## config.mk

```make
export PLATFORM = sky130hd
export DESIGN_NAME = rv32i_mc_controller_flat
export DESIGN_NICKNAME = d
export VERILOG_FILES = /design/src/rtl/rv32i_pkg.sv /design/src/rtl/rv32i_mc_controller_if.sv /design/src/rtl/rv32i_alu_decode.sv /design/src/rtl/rv32i_mc_controller.sv /design/src/flat_wrapper.sv
export SDC_FILE = /design/constraint.sdc
export NUM_CORES = 1
export LEC_CHECK = 0
export ABC_AREA = 1
export BUFFER_PORTS_ARGS = -buffer_cell sky130_fd_sc_hd__buf_2
export CAP_MARGIN = 20
export CORE_UTILIZATION = 30
export DETAILED_ROUTE_END_ITERATION = 12
export GPL_ROUTABILITY_DRIVEN = 0
export PLACE_DENSITY = 0.51
export SKIP_LAST_GASP = 1
export SYNTH_ARGS = -nofsm -noshare
export SYNTH_HDL_FRONTEND = slang
export SYNTH_SLANG_ARGS = --single-unit
```

## constraint.sdc

```tcl
create_clock -name clk -period 1.6 [get_ports clk]
set_clock_uncertainty 0.15 [all_clocks]
set_input_delay 0.16 -clock clk [delete_from_list [all_inputs] [get_ports clk]]
set_output_delay 0.16 -clock clk [all_outputs]
set_load 0.005 [all_outputs]
```

## src/rtl/rv32i_pkg.sv

```systemverilog
// rv32i_pkg
//   Shared RV32I control definitions: opcode constants, the ALUctrl / wb_sel
//   encodings used by the datapath, the multi-cycle FSM states and the
//   instruction-class enum. classify() maps a 7-bit opcode to its class.
package rv32i_pkg;

  localparam logic [6:0] OP_LOAD   = 7'b0000011;
  localparam logic [6:0] OP_FENCE  = 7'b0001111;
  localparam logic [6:0] OP_IMM    = 7'b0010011;
  localparam logic [6:0] OP_AUIPC  = 7'b0010111;
  localparam logic [6:0] OP_STORE  = 7'b0100011;
  localparam logic [6:0] OP_OP     = 7'b0110011;
  localparam logic [6:0] OP_LUI    = 7'b0110111;
  localparam logic [6:0] OP_BRANCH = 7'b1100011;
  localparam logic [6:0] OP_JALR   = 7'b1100111;
  localparam logic [6:0] OP_JAL    = 7'b1101111;
  localparam logic [6:0] OP_SYSTEM = 7'b1110011;

  typedef enum logic [3:0] {
    ALU_ADD    = 4'd0,
    ALU_SUB    = 4'd1,
    ALU_SLL    = 4'd2,
    ALU_SLT    = 4'd3,
    ALU_XOR    = 4'd4,
    ALU_SLTU   = 4'd5,
    ALU_SRL    = 4'd6,
    ALU_SRA    = 4'd7,
    ALU_OR     = 4'd8,
    ALU_AND    = 4'd9,
    ALU_PASS_B = 4'd10
  } alu_op_e;

  typedef enum logic [1:0] {
    WB_PC4  = 2'b00,
    WB_ALU  = 2'b01,
    WB_LOAD = 2'b10
  } wb_sel_e;

  typedef enum logic [2:0] {
    S_FETCH  = 3'd0,
    S_DECODE = 3'd1,
    S_EXEC   = 3'd2,
    S_MEM    = 3'd3,
    S_WB     = 3'd4,
    S_TRAP   = 3'd5
  } mc_state_e;

  typedef enum logic [3:0] {
    CL_R, CL_I, CL_LOAD, CL_STORE, CL_BRANCH, CL_JAL, CL_JALR,
    CL_LUI, CL_AUIPC, CL_FENCE, CL_ILLEGAL
  } instr_class_e;

  // SYSTEM is not supported and falls through to CL_ILLEGAL.
  function automatic instr_class_e classify(input logic [6:0] opc);
    instr_class_e c;
    c = CL_ILLEGAL;
    if (opc[1:0] == 2'b11) begin
      case (opc)
        OP_OP:     c = CL_R;
        OP_IMM:    c = CL_I;
        OP_LOAD:   c = CL_LOAD;
        OP_STORE:  c = CL_STORE;
        OP_BRANCH: c = CL_BRANCH;
        OP_JAL:    c = CL_JAL;
        OP_JALR:   c = CL_JALR;
        OP_LUI:    c = CL_LUI;
        OP_AUIPC:  c = CL_AUIPC;
        OP_FENCE:  c = CL_FENCE;
        default:   c = CL_ILLEGAL;
      endcase
    end
    return c;
  endfunction

endpackage

```

## src/rtl/rv32i_mc_controller_if.sv

```systemverilog
// rv32i_mc_controller_if
//   Instruction/data memory handshake between the controller (master) and
//   the memory side (slave).
//   imem_req/imem_ready : fetch request / instruction data valid
//   dmem_req/dmem_ready : data access request / access complete
//   mem_wr              : store (qualified by dmem_req)
//   load_ctrl           : funct3 of the load/store, 0 otherwise
interface rv32i_mc_controller_if;
  logic       imem_req;
  logic       imem_ready;
  logic       dmem_req;
  logic       dmem_ready;
  logic       mem_wr;
  logic [2:0] load_ctrl;

  modport master (output imem_req, dmem_req, mem_wr, load_ctrl,
                  input  imem_ready, dmem_ready);
  modport slave  (input  imem_req, dmem_req, mem_wr, load_ctrl,
                  output imem_ready, dmem_ready);
endinterface

```

## src/rtl/rv32i_alu_decode.sv

```systemverilog
// rv32i_alu_decode
//   Combinational ALU operation decode, shared with the single-cycle core.
//   f7b5    in  funct7[5] (instr[30])
//   funct3  in  instr[14:12]
//   cls     in  instruction class
//   alu_op  out ALUctrl encoding
//   illegal_op out class illegal, or SUB/SRA funct7 on a funct3 that has none
module rv32i_alu_decode
  import rv32i_pkg::*;
(
  input  logic         f7b5,
  input  logic [2:0]   funct3,
  input  instr_class_e cls,
  output alu_op_e      alu_op,
  output logic         illegal_op
);

  alu_op_e base_op;

  always_comb begin
    case (funct3)
      3'b000:  base_op = ALU_ADD;
      3'b001:  base_op = ALU_SLL;
      3'b010:  base_op = ALU_SLT;
      3'b011:  base_op = ALU_SLTU;
      3'b100:  base_op = ALU_XOR;
      3'b101:  base_op = ALU_SRL;
      3'b110:  base_op = ALU_OR;
      default: base_op = ALU_AND;
    endcase
  end

  always_comb begin
    alu_op     = ALU_ADD;
    illegal_op = 1'b0;
    case (cls)
      CL_R: begin
        alu_op = base_op;
        if (f7b5) begin
          if (funct3 == 3'b000)      alu_op = ALU_SUB;
          else if (funct3 == 3'b101) alu_op = ALU_SRA;
          else                       illegal_op = 1'b1;
        end
      end
      CL_I: begin
        // instr[30] is immediate data except on the shifts; ADDI never subtracts
        alu_op = base_op;
        if (f7b5 && funct3 == 3'b001) illegal_op = 1'b1;
        if (f7b5 && funct3 == 3'b101) alu_op = ALU_SRA;
      end
      CL_LUI:     alu_op = ALU_PASS_B;
      CL_ILLEGAL: illegal_op = 1'b1;
      default:    alu_op = ALU_ADD;
    endcase
  end

endmodule

```

## src/rtl/rv32i_mc_controller.sv

```systemverilog
// rv32i_mc_controller
//   Multi-cycle RV32I control unit: FETCH/DECODE/EXEC/MEM/WB/TRAP over a
//   shared datapath, with memory ready/valid handshakes, a bus timeout and
//   illegal-instruction trapping.
//   clk, rst (sync, active high), instruction, b_taken : inputs
//   mem     : memory handshake (master side)
//   ir_wr, ALUctrl, A_sel, B_sel, wb_sel, reg_wr, pc_wr, PC_sel : datapath control
//   illegal, bus_err : sticky trap flags;  state_o : FSM state
//   Control outputs are decoded from the registered state/class; the
//   ready-dependent strobes (ir_wr, store pc_wr) follow the ready input in
//   the same cycle so a zero-wait access costs one cycle.
module rv32i_mc_controller
  import rv32i_pkg::*;
#(
  parameter int MEM_TIMEOUT  = 16,
  parameter bit ILLEGAL_TRAP = 1'b1
) (
  input  logic        clk,
  input  logic        rst,
  input  logic [31:0] instruction,
  input  logic        b_taken,
  rv32i_mc_controller_if.master mem,
  output logic        ir_wr,
  output logic [3:0]  ALUctrl,
  output logic        A_sel,
  output logic        B_sel,
  output logic [1:0]  wb_sel,
  output logic        reg_wr,
  output logic        pc_wr,
  output logic        PC_sel,
  output logic        illegal,
  output logic        bus_err,
  output logic [2:0]  state_o
);

  localparam int CW = (MEM_TIMEOUT < 2) ? 1 : $clog2(MEM_TIMEOUT);

  mc_state_e    state_q, state_d;
  instr_class_e cls_q, cls_d;
  alu_op_e      alu_q, alu_d;
  logic [2:0]   f3_q, f3_d;
  logic [CW-1:0] cnt_q, cnt_d;
  logic         illegal_q, illegal_d;
  logic         bus_err_q, bus_err_d;

  // ---- decode of the IR (valid in DECODE) ----
  instr_class_e cls_dec;
  alu_op_e      alu_dec;
  logic         alu_illegal, f7_bad, dec_illegal;
  logic         unused_fields;

  assign cls_dec       = classify(instruction[6:0]);
  assign unused_fields = ^{instruction[24:15], instruction[11:7]};

  // R-type and the two shift-immediates allow only funct7 = 0x00 / 0x20
  assign f7_bad = ((cls_dec == CL_R) || (cls_dec == CL_I && instruction[13:12] == 2'b01))
                  && ({instruction[31], instruction[29:25]} != 6'd0);

  rv32i_alu_decode u_alu_decode (
    .f7b5       (instruction[30]),
    .funct3     (instruction[14:12]),
    .cls        (cls_dec),
    .alu_op     (alu_dec),
    .illegal_op (alu_illegal)
  );

  assign dec_illegal = f7_bad | alu_illegal;

  // Limit reached on this not-ready cycle; a ready in the same cycle wins.
  logic tmo_hit;
  assign tmo_hit = (MEM_TIMEOUT != 0) && (cnt_q == CW'(MEM_TIMEOUT - 1));

  // ---- next state ----
  always_comb begin
    state_d   = state_q;
    cls_d     = cls_q;
    alu_d     = alu_q;
    f3_d      = f3_q;
    cnt_d     = '0;
    illegal_d = illegal_q;
    bus_err_d = bus_err_q;
    case (state_q)
      S_FETCH: begin
        if (mem.imem_ready) state_d = S_DECODE;
        else if (tmo_hit) begin
          state_d   = S_TRAP;
          bus_err_d = 1'b1;
        end else cnt_d = cnt_q + CW'(1);
      end
      S_DECODE: begin
        cls_d = cls_dec;
        alu_d = alu_dec;
        f3_d  = instruction[14:12];
        if (dec_illegal) begin
          if (ILLEGAL_TRAP) begin
            state_d   = S_TRAP;
            illegal_d = 1'b1;
          end else state_d = S_FETCH;
        end else if (cls_dec == CL_FENCE) state_d = S_FETCH;
        else state_d = S_EXEC;
      end
      S_EXEC: begin
        case (cls_q)
          CL_LOAD, CL_STORE:           state_d = S_MEM;
          CL_BRANCH, CL_JAL, CL_JALR:  state_d = S_FETCH;
          default:                     state_d = S_WB;
        endcase
      end
      S_MEM: begin
        if (mem.dmem_ready) state_d = (cls_q == CL_STORE) ? S_FETCH : S_WB;
        else if (tmo_hit) begin
          state_d   = S_TRAP;
          bus_err_d = 1'b1;
        end else cnt_d = cnt_q + CW'(1);
      end
      S_WB:    state_d = S_FETCH;
      S_TRAP:  state_d = S_TRAP;
      default: state_d = S_FETCH;
    endcase
  end

  always_ff @(posedge clk) begin
    if (rst) begin
      state_q   <= S_FETCH;
      cls_q     <= CL_ILLEGAL;
      alu_q     <= ALU_ADD;
      f3_q      <= 3'd0;
      cnt_q     <= '0;
      illegal_q <= 1'b0;
      bus_err_q <= 1'b0;
    end else begin
      state_q   <= state_d;
      cls_q     <= cls_d;
      alu_q     <= alu_d;
      f3_q      <= f3_d;
      cnt_q     <= cnt_d;
      illegal_q <= illegal_d;
      bus_err_q <= bus_err_d;
    end
  end

  // ---- output decode; everything forced low while rst is high ----
  logic imem_req_o, dmem_req_o, mem_wr_o;
  logic [2:0] load_ctrl_o;

  always_comb begin
    imem_req_o  = 1'b0;
    dmem_req_o  = 1'b0;
    mem_wr_o    = 1'b0;
    load_ctrl_o = 3'd0;
    ir_wr       = 1'b0;
    ALUctrl     = 4'd0;
    A_sel       = 1'b0;
    B_sel       = 1'b0;
    wb_sel      = WB_PC4;
    reg_wr      = 1'b0;
    pc_wr       = 1'b0;
    PC_sel      = 1'b0;
    if (!rst) begin
      case (state_q)
        S_FETCH: begin
          imem_req_o = 1'b1;
          ir_wr      = mem.imem_ready;
        end
        S_DECODE: begin
          // illegal-as-NOP and FENCE retire here with PC+4
          if ((dec_illegal && !ILLEGAL_TRAP) || (!dec_illegal && cls_dec == CL_FENCE))
            pc_wr = 1'b1;
        end
        S_EXEC, S_MEM, S_WB: begin
          ALUctrl = alu_q;
          case (cls_q)
            CL_R:                               A_sel = 1'b1;
            CL_I, CL_LOAD, CL_STORE, CL_JALR:   begin A_sel = 1'b1; B_sel = 1'b1; end
            CL_BRANCH, CL_JAL, CL_LUI, CL_AUIPC: B_sel = 1'b1;
            default: ;
          endcase
          if (cls_q == CL_LOAD || cls_q == CL_STORE) load_ctrl_o = f3_q;
          if (state_q == S_EXEC) begin
            if (cls_q == CL_BRANCH) begin
              pc_wr  = 1'b1;
              PC_sel = b_taken;
            end else if (cls_q == CL_JAL || cls_q == CL_JALR) begin
              reg_wr = 1'b1;
              pc_wr  = 1'b1;
              PC_sel = 1'b1;
            end
          end else if (state_q == S_MEM) begin
            dmem_req_o = 1'b1;
            mem_wr_o   = (cls_q == CL_STORE);
            pc_wr      = (cls_q == CL_STORE) && mem.dmem_ready;
          end else begin
            reg_wr = 1'b1;
            pc_wr  = 1'b1;
            wb_sel = (cls_q == CL_LOAD) ? WB_LOAD : WB_ALU;
          end
        end
        default: ;
      endcase
    end
  end

  assign mem.imem_req  = imem_req_o;
  assign mem.dmem_req  = dmem_req_o;
  assign mem.mem_wr    = mem_wr_o;
  assign mem.load_ctrl = load_ctrl_o;
  assign illegal       = illegal_q & ~rst;
  assign bus_err       = bus_err_q & ~rst;
  assign state_o       = rst ? 3'd0 : state_q;

endmodule
```

## src/flat_wrapper.sv

```systemverilog
// flat-port wrapper written by rule: the top's interface ports become plain ports
module rv32i_mc_controller_flat import rv32i_pkg::*;
#(
  parameter int MEM_TIMEOUT  = 16,
  parameter bit ILLEGAL_TRAP = 1'b1
)
  (clk, rst, instruction, b_taken, ir_wr, ALUctrl, A_sel, B_sel, wb_sel, reg_wr, pc_wr, PC_sel, illegal, bus_err, state_o, mem_imem_req, mem_dmem_req, mem_mem_wr, mem_load_ctrl, mem_imem_ready, mem_dmem_ready);
  rv32i_mc_controller_if mem_i ();
  input  logic clk;
  input  logic rst;
  input  logic [31:0] instruction;
  input  logic b_taken;
  output logic ir_wr;
  output logic [3:0] ALUctrl;
  output logic A_sel;
  output logic B_sel;
  output logic [1:0] wb_sel;
  output logic reg_wr;
  output logic pc_wr;
  output logic PC_sel;
  output logic illegal;
  output logic bus_err;
  output logic [2:0] state_o;
  output wire logic [$bits(mem_i.imem_req)-1:0] mem_imem_req;
  output wire logic [$bits(mem_i.dmem_req)-1:0] mem_dmem_req;
  output wire logic [$bits(mem_i.mem_wr)-1:0] mem_mem_wr;
  output wire logic [$bits(mem_i.load_ctrl)-1:0] mem_load_ctrl;
  input wire logic [$bits(mem_i.imem_ready)-1:0] mem_imem_ready;
  input wire logic [$bits(mem_i.dmem_ready)-1:0] mem_dmem_ready;
  assign mem_imem_req = mem_i.imem_req;
  assign mem_dmem_req = mem_i.dmem_req;
  assign mem_mem_wr = mem_i.mem_wr;
  assign mem_load_ctrl = mem_i.load_ctrl;
  assign mem_i.imem_ready = mem_imem_ready;
  assign mem_i.dmem_ready = mem_dmem_ready;
  rv32i_mc_controller #(.MEM_TIMEOUT(MEM_TIMEOUT), .ILLEGAL_TRAP(ILLEGAL_TRAP)) u_core (.clk(clk), .rst(rst), .instruction(instruction), .b_taken(b_taken), .mem(mem_i), .ir_wr(ir_wr), .ALUctrl(ALUctrl), .A_sel(A_sel), .B_sel(B_sel), .wb_sel(wb_sel), .reg_wr(reg_wr), .pc_wr(pc_wr), .PC_sel(PC_sel), .illegal(illegal), .bus_err(bus_err), .state_o(state_o));
endmodule
```

==> results of run 1 <==
[per-layer routing]
layer  wire [um]  GRT usage [%]  share of wire (%)  up-vias
met3         140           3.23                3.5        4
met4          33           3.56               0.82        0
li1            -              -                  -      892
met5           0              0                  0        -
met1        2040           23.7                 51      745
met2        1810           26.6                 45       29
[layout make-up]
type | instances | area share (%)
clock buffers | 4 | 2.72
inverters | 44 | 8.29
multi-input cells | 173 | 49.8
flip-flops and latches | 20 | 20.4
well taps | 52 | 3.22
repair buffers | 55 | 15.2
repair inverters | 1 | 0.371
[final timing paths]
kind	start	end	slack (ps)	cells past startpoint
hold reg to reg	u_core.f3_q[2]	u_core.f3_q[2]	320	2
setup / recovery	u_core.cls_q[2]	mem_load_ctrl[1]	-160	5
setup reg to reg	u_core.state_q[1]	u_core.state_q[1]	70	9
hold / removal	instruction[12]	u_core.f3_q[0]	100	3
[worst min-delay path, delay by kind of cell]
family / cells / cell delay, ps
buf+inv: 2 / 190
compound gates: 1 / 120
[flip-flops by register name, indices dropped and copies added (netlist names)]
name              flops
u_core.alu_q          4
u_core.illegal_q      1
u_core.cnt_q          4
u_core.state_q        3
u_core.bus_err_q      1
u_core.f3_q           3
u_core.cls_q          4
[timing repair]
| item | 4_1_cts | 5_1_grt |
|---|---|---|
| pin swaps | 5 | 7 |
| setup buffers | 4 | 2 |
| resized for setup | 15 | 32 |
| setup endpoints to repair | 13 | 21 |
| cloned | 1 | 0 |
[where the power goes]
group | internal [mW] | switching [mW] | total [mW]
combinational | 0.216 | 0.331 | 0.547
clock | 0.219 | 0.174 | 0.393
sequential | 0.561 | 0.0597 | 0.621
total | 0.996 | 0.564 | 1.56
[metrics by stage]
step	hold WS, ps	setup slack (ps)	area (um2)	total power, mW	TNS (ps)
2_1_floorplan	190	207	1440	0.906	0
3_3_place_gp	302	32.5	1740	1.06	0
3_5_place_dp	305	-15.0	1740	1.06	-15.0
4_1_cts	96.1	-154	1880	1.49	-1450
5_1_grt	117	-222	2020	1.67	-2410
6_report	96.7	-156	2020	1.56	-1110
[layout by cell type, fill, tap and decap left out, drive strengths merged]
cell / n
o21bai: 2
o22ai: 1
clkinv: 1
nand4: 2
clkinvlp: 1
buf: 55
dfxtp: 20
a31o: 1
nand2: 49
o211ai: 2
nor2: 47
a211oi: 1
o31ai: 1
o21ai: 12
nor4: 4
nor3: 11
nand3: 17
ha: 1
clkbuf: 4
a21oi: 18
inv: 43
a31oi: 3
o311ai: 1
[kinds of logic after synthesis]
logic type / count (synthesis)
buf+inv: 47
fa+ha+maj: 1
flops: 20
simple gates: 130
compound gates: 42
==> flow_summary.ini, run 1 <==
[outcome]
status = finished, violations left
violations = DRC, setup timing

[synthesis]
yosys.area.top_type = dfxtp_1
yosys-top-cells-count = 44 x nand2_1, 41 x nor2_1, 39 x inv_1
synth_seq_area_share_pct = 27.8
syn_area_per_cell_um2 = 6.00
syn_inst = 240
netlist_top_cells_area = dfxtp_1 28%, nand2_1 11%, nor2_1 11%, inv_1 10%, nand3_1 5.6%
synthDominantCellAreaShare_pct = 27.8
ys_types = 31
ys.flop_type = dfxtp_1
synth_xor_area_share_pct = 0
synth_edf_count = 0
ys_ff_latch = 20
synth_compound_area_share_pct = 17.3
synth_top_family_by_area = simple AND/OR/NAND/NOR gates
synth.area.mux_share_pct = 0
synth.most_common_cell = nand2_1
synth_adder_area_share_pct = 0.870
syn_nets = 278
async_flop_share_pct = 0
ys.warnings.count = 0
synth_area_um2 = 1440
synthSimpleGateAreaFrac_pct = 41.2

[cts]
cts_root_buf = clkbuf_8
htree_levels = 1
clock_sinks = 20
clockBufferDepth = 2
cts_hold_buf = 0
path_clk_slew_ps = 80
cts_tree = yes
cts_buffers = 3
clock_latency_ps = 260

[timing]
fin_ws_ps = -156
rsz0062_at_grt = true
setup_viol = 12
max_freq_ghz = 0.570
worst_pin_slew_ps = 331
slew_viol_final = 0
slew_headroom_pct = 77.6
period_minus_slack_ps = 1760
finalHoldViolCount = 0
min_period_over_period_pct = 110

[finish]
final_cells = 349
antenna_cells = 0
synthToLayoutAreaGrowth_pct = 40.6
multiInputGateArea_um2 = 1010
nets = 336
num-fill-cells = 487
seq_area_um2 = 413
finish.utilization_pct = 45.2
drive_gt1_share_pct = 39.7

[setup_path]
critPathLaunchType = register
slowest_stage = dfxtp_1
cp_data_arrival_time_ps = 1450
crit_fanout = 5
worstSetupEndpointType = output port
critPathMaxStageDelay_ps = 360
crit_buf_inv = 2
path_class = reg -> out
cpLargestDelayFamily = simple AND/OR/NAND/NOR gates
required_ps = 1290
crit_path_cell_trace = nor2_4, buf_4, nand2_1, nor3_1, buf_2

[routing]
wl_per_cell_um = 11.5
viasPerCell = 4.79
dr.pass1.iters = 8
ant_nets = 0
drc = 3
num_vias = 1670
drtIter0Drc = 114
finalWirelength_um = 4030

[die]
die_area_um2 = 5080
die_w_um = 71.3
core-area_um2 = 4470
ios = 60
row_count = 24
start_util_pct = 32.2
die_h_um = 71.3

[placement]
placed_cells = 338
place.detailed.hpwl_um = 3040
io_buffers = 44

[flow_run]
cap_violations = 0

[power]
powerDensity_nw_per_um2 = 771
peakVddDrop_uv = 344
leakagePower_nw = 0.968

[global_route]
grt_start_max_net_pins = 15
grt_pass1_vias = 1591
grtUsageTotal_pct = 16.8
antenna_found_initial = 0
overflow = 0
grt_pass1_wl_um = 6890

[worst_hold_path]
hold_class = in -> reg
No activity file was read; power rests on OpenSTA's default activity.
==> inputs of run 2 (changes only) <==
--- a/config.mk
+++ b/config.mk
@@ -12,6 +12,7 @@
 export DETAILED_ROUTE_END_ITERATION = 12
 export GPL_ROUTABILITY_DRIVEN = 0
 export PLACE_DENSITY = 0.51
+export SETUP_SLACK_MARGIN = 0.15
 export SKIP_LAST_GASP = 1
 export SYNTH_ARGS = -nofsm -noshare
 export SYNTH_HDL_FRONTEND = slang
==> run 2 against run 1 <==
The run still ends with DRC, setup timing left. Die area unchanged. Wire length increased by 5.6%. Sequential power about the same. Global-route usage increased by 0.75 points. Fmax increased by 0.83%. Clock-buffer cell count unchanged. Critical endpoint is now ALUctrl[2]. Largest power group is now combinational cells. Highest routed layer unchanged.
==> flow_summary.ini, run 2 (same netlist as run 1, synthesis figures left out) <==
[outcome]
status = finished, violations left
violations = DRC, setup timing

[global_route]
overflow = 0
grtUsageTotal_pct = 17.5
grt_pass1_vias = 1647
antenna_found_initial = 0
grt_pass1_wl_um = 7180
grt_start_max_net_pins = 15

[setup_path]
path_class = reg -> out
critPathLaunchType = register
worst-r2r-setup-slack_ps = 90
required_ps = 1290
cp_data_arrival_time_ps = 1430
crit_fanout = 4
worstSetupEndpointType = output port

[power]
clock_power_share_pct = 23.2
powerDensity_nw_per_um2 = 761
peakVddDrop_uv = 354
netSwitchingFraction_pct = 36.0
leakagePower_nw = 1.04
p_switching_mw = 0.599
total_power_mw = 1.67
p_int_mw = 1.07
p_seq_share_pct = 37.4
pwr-share-comb_pct = 39.4

[finish]
drive_gt1_share_pct = 46.4
final_area_um2 = 2190
num-fill-cells = 462
final_cells = 360
antenna_cells = 0
nets = 347
reg_top3 = u_core.alu_q (4), u_core.cls_q (4), u_core.cnt_q (4)
final_cell_mix = 44 x buf_2, 37 x nand2_1, 35 x inv_1
synthToLayoutAreaGrowth_pct = 52.2
layout_commonest_cell = buf_2

[routing]
wl_per_cell_um = 11.8
drtIter0Drc = 115
drc = 3
finalWirelength_um = 4250
num_vias = 1724
viasPerCell = 4.79
ant_nets = 0
dr.pass1.iters = 8

[timing]
rsz0062_at_grt = true
finalHoldViolCount = 0
period_minus_slack_ps = 1740
fin_ws_ps = -141
worst_pin_slew_ps = 314
slew_viol_final = 0
min_period_over_period_pct = 109
slew_headroom_pct = 78.9
max_freq_ghz = 0.574
setup_viol = 13

[cts]
path_clk_slew_ps = 80
clock_sinks = 20
cts_buffers = 3
cts_root_buf = clkbuf_8
clockBufferDepth = 2
htree_levels = 1
cts_tree = yes
clock_latency_ps = 260
cts_hold_buf = 0

[worst_hold_path]
hold_class = in -> reg

[placement]
placed_area_um2 = 1740
placed_cells = 338
place.detailed.hpwl_um = 3040
io_buffers = 44

[flow_run]
cap_violations = 0

[die]
core-area_um2 = 4470
die_area_um2 = 5080
ios = 60
die_w_um = 71.3
row_count = 24
start_util_pct = 32.2
die_h_um = 71.3
-- run 2: changes by cell type in the layout (fill, tap and decap cells not counted), moves of 2 or more --
cell,before,now
buf_6,1,6
inv_1,37,35
nand2_2,5,9
nor3_1,7,4
o21ai_0,12,5
o21ai_1,0,4
buf_4,10,15
nand2_1,42,37
nor3_2,4,7
nor2_4,4,7
nor2_1,30,28
dfxtp_2,4,2
o21ai_2,0,3
-- run 2: final timing paths --
| check | from | cells past startpoint | endpoint |
|---|---|---|---|
| worst max-delay path | u_core.state_q[1] | 7 | ALUctrl[2] |
| worst min-delay path | instruction[12] | 3 | u_core.f3_q[0] |
| worst max register to register | u_core.state_q[1] | 10 | u_core.cnt_q[3] |
| worst min register to register | u_core.alu_q[0] | 2 | u_core.alu_q[0] |
-- run 2: power groups by stage --
stage                     logic, mW  registers (mW)  clock network (mW)
after floorplan               0.304           0.601                   0
after global placement        0.447           0.613                   0
after detailed placement      0.447           0.612                   0
after CTS                     0.520           0.614               0.398
after global routing          0.728           0.631               0.424
final                         0.656           0.624               0.387
-- run 2: routing by layer --
metal / wire [um] / vias to the layer above / GRT usage [%]
li1: - / 917 / -
met4: 70 / 0 / 4.00
met5: 0 / - / 0
met2: 1910 / 36 / 27.9
met1: 2120 / 763 / 24.2
met3: 151 / 8 / 3.80
-- run 2: critical path, cell delays in order (launching register included) --
cell	delay (ps)
dfxtp_4	380
inv_4	40
nor2_4	100
a21oi_2	60
nor2_4	160
clkinvlp_4	190
nor2_1	130
buf_2	110
-- run 2: what timing repair did --
item | CTS | global route
gates cloned | 1 | 0
setup endpoints to repair | 25 | 38
resized for setup | 34 | 47
pin swaps | 11 | 12
buffers inserted | 13 | 4
-- run 2: cell type report --
type	instances	area (um2)	share of cell area, %
multi-input combinational	173	1060	48.5
timing repair buffer	66	415	19.0
sequential	20	414	18.9
inverter	44	170	7.77
tap	52	65.1	2.97
clock buffer	4	55.1	2.51
timing repair inverter	1	7.51	0.343
-- run 2: stage by stage --
step	setup TNS (ps)	hold WS, ps	setup slack, ps	utilization [%]
6_report	-1240	97.4	-141	48.9
5_1_grt	-2600	121	-236	48.9
4_1_cts	-1520	96.1	-152	44.7
3_5_place_dp	-15.0	305	-15.0	39.0
3_3_place_gp	0	302	32.5	39.0
2_1_floorplan	0	190	207	-
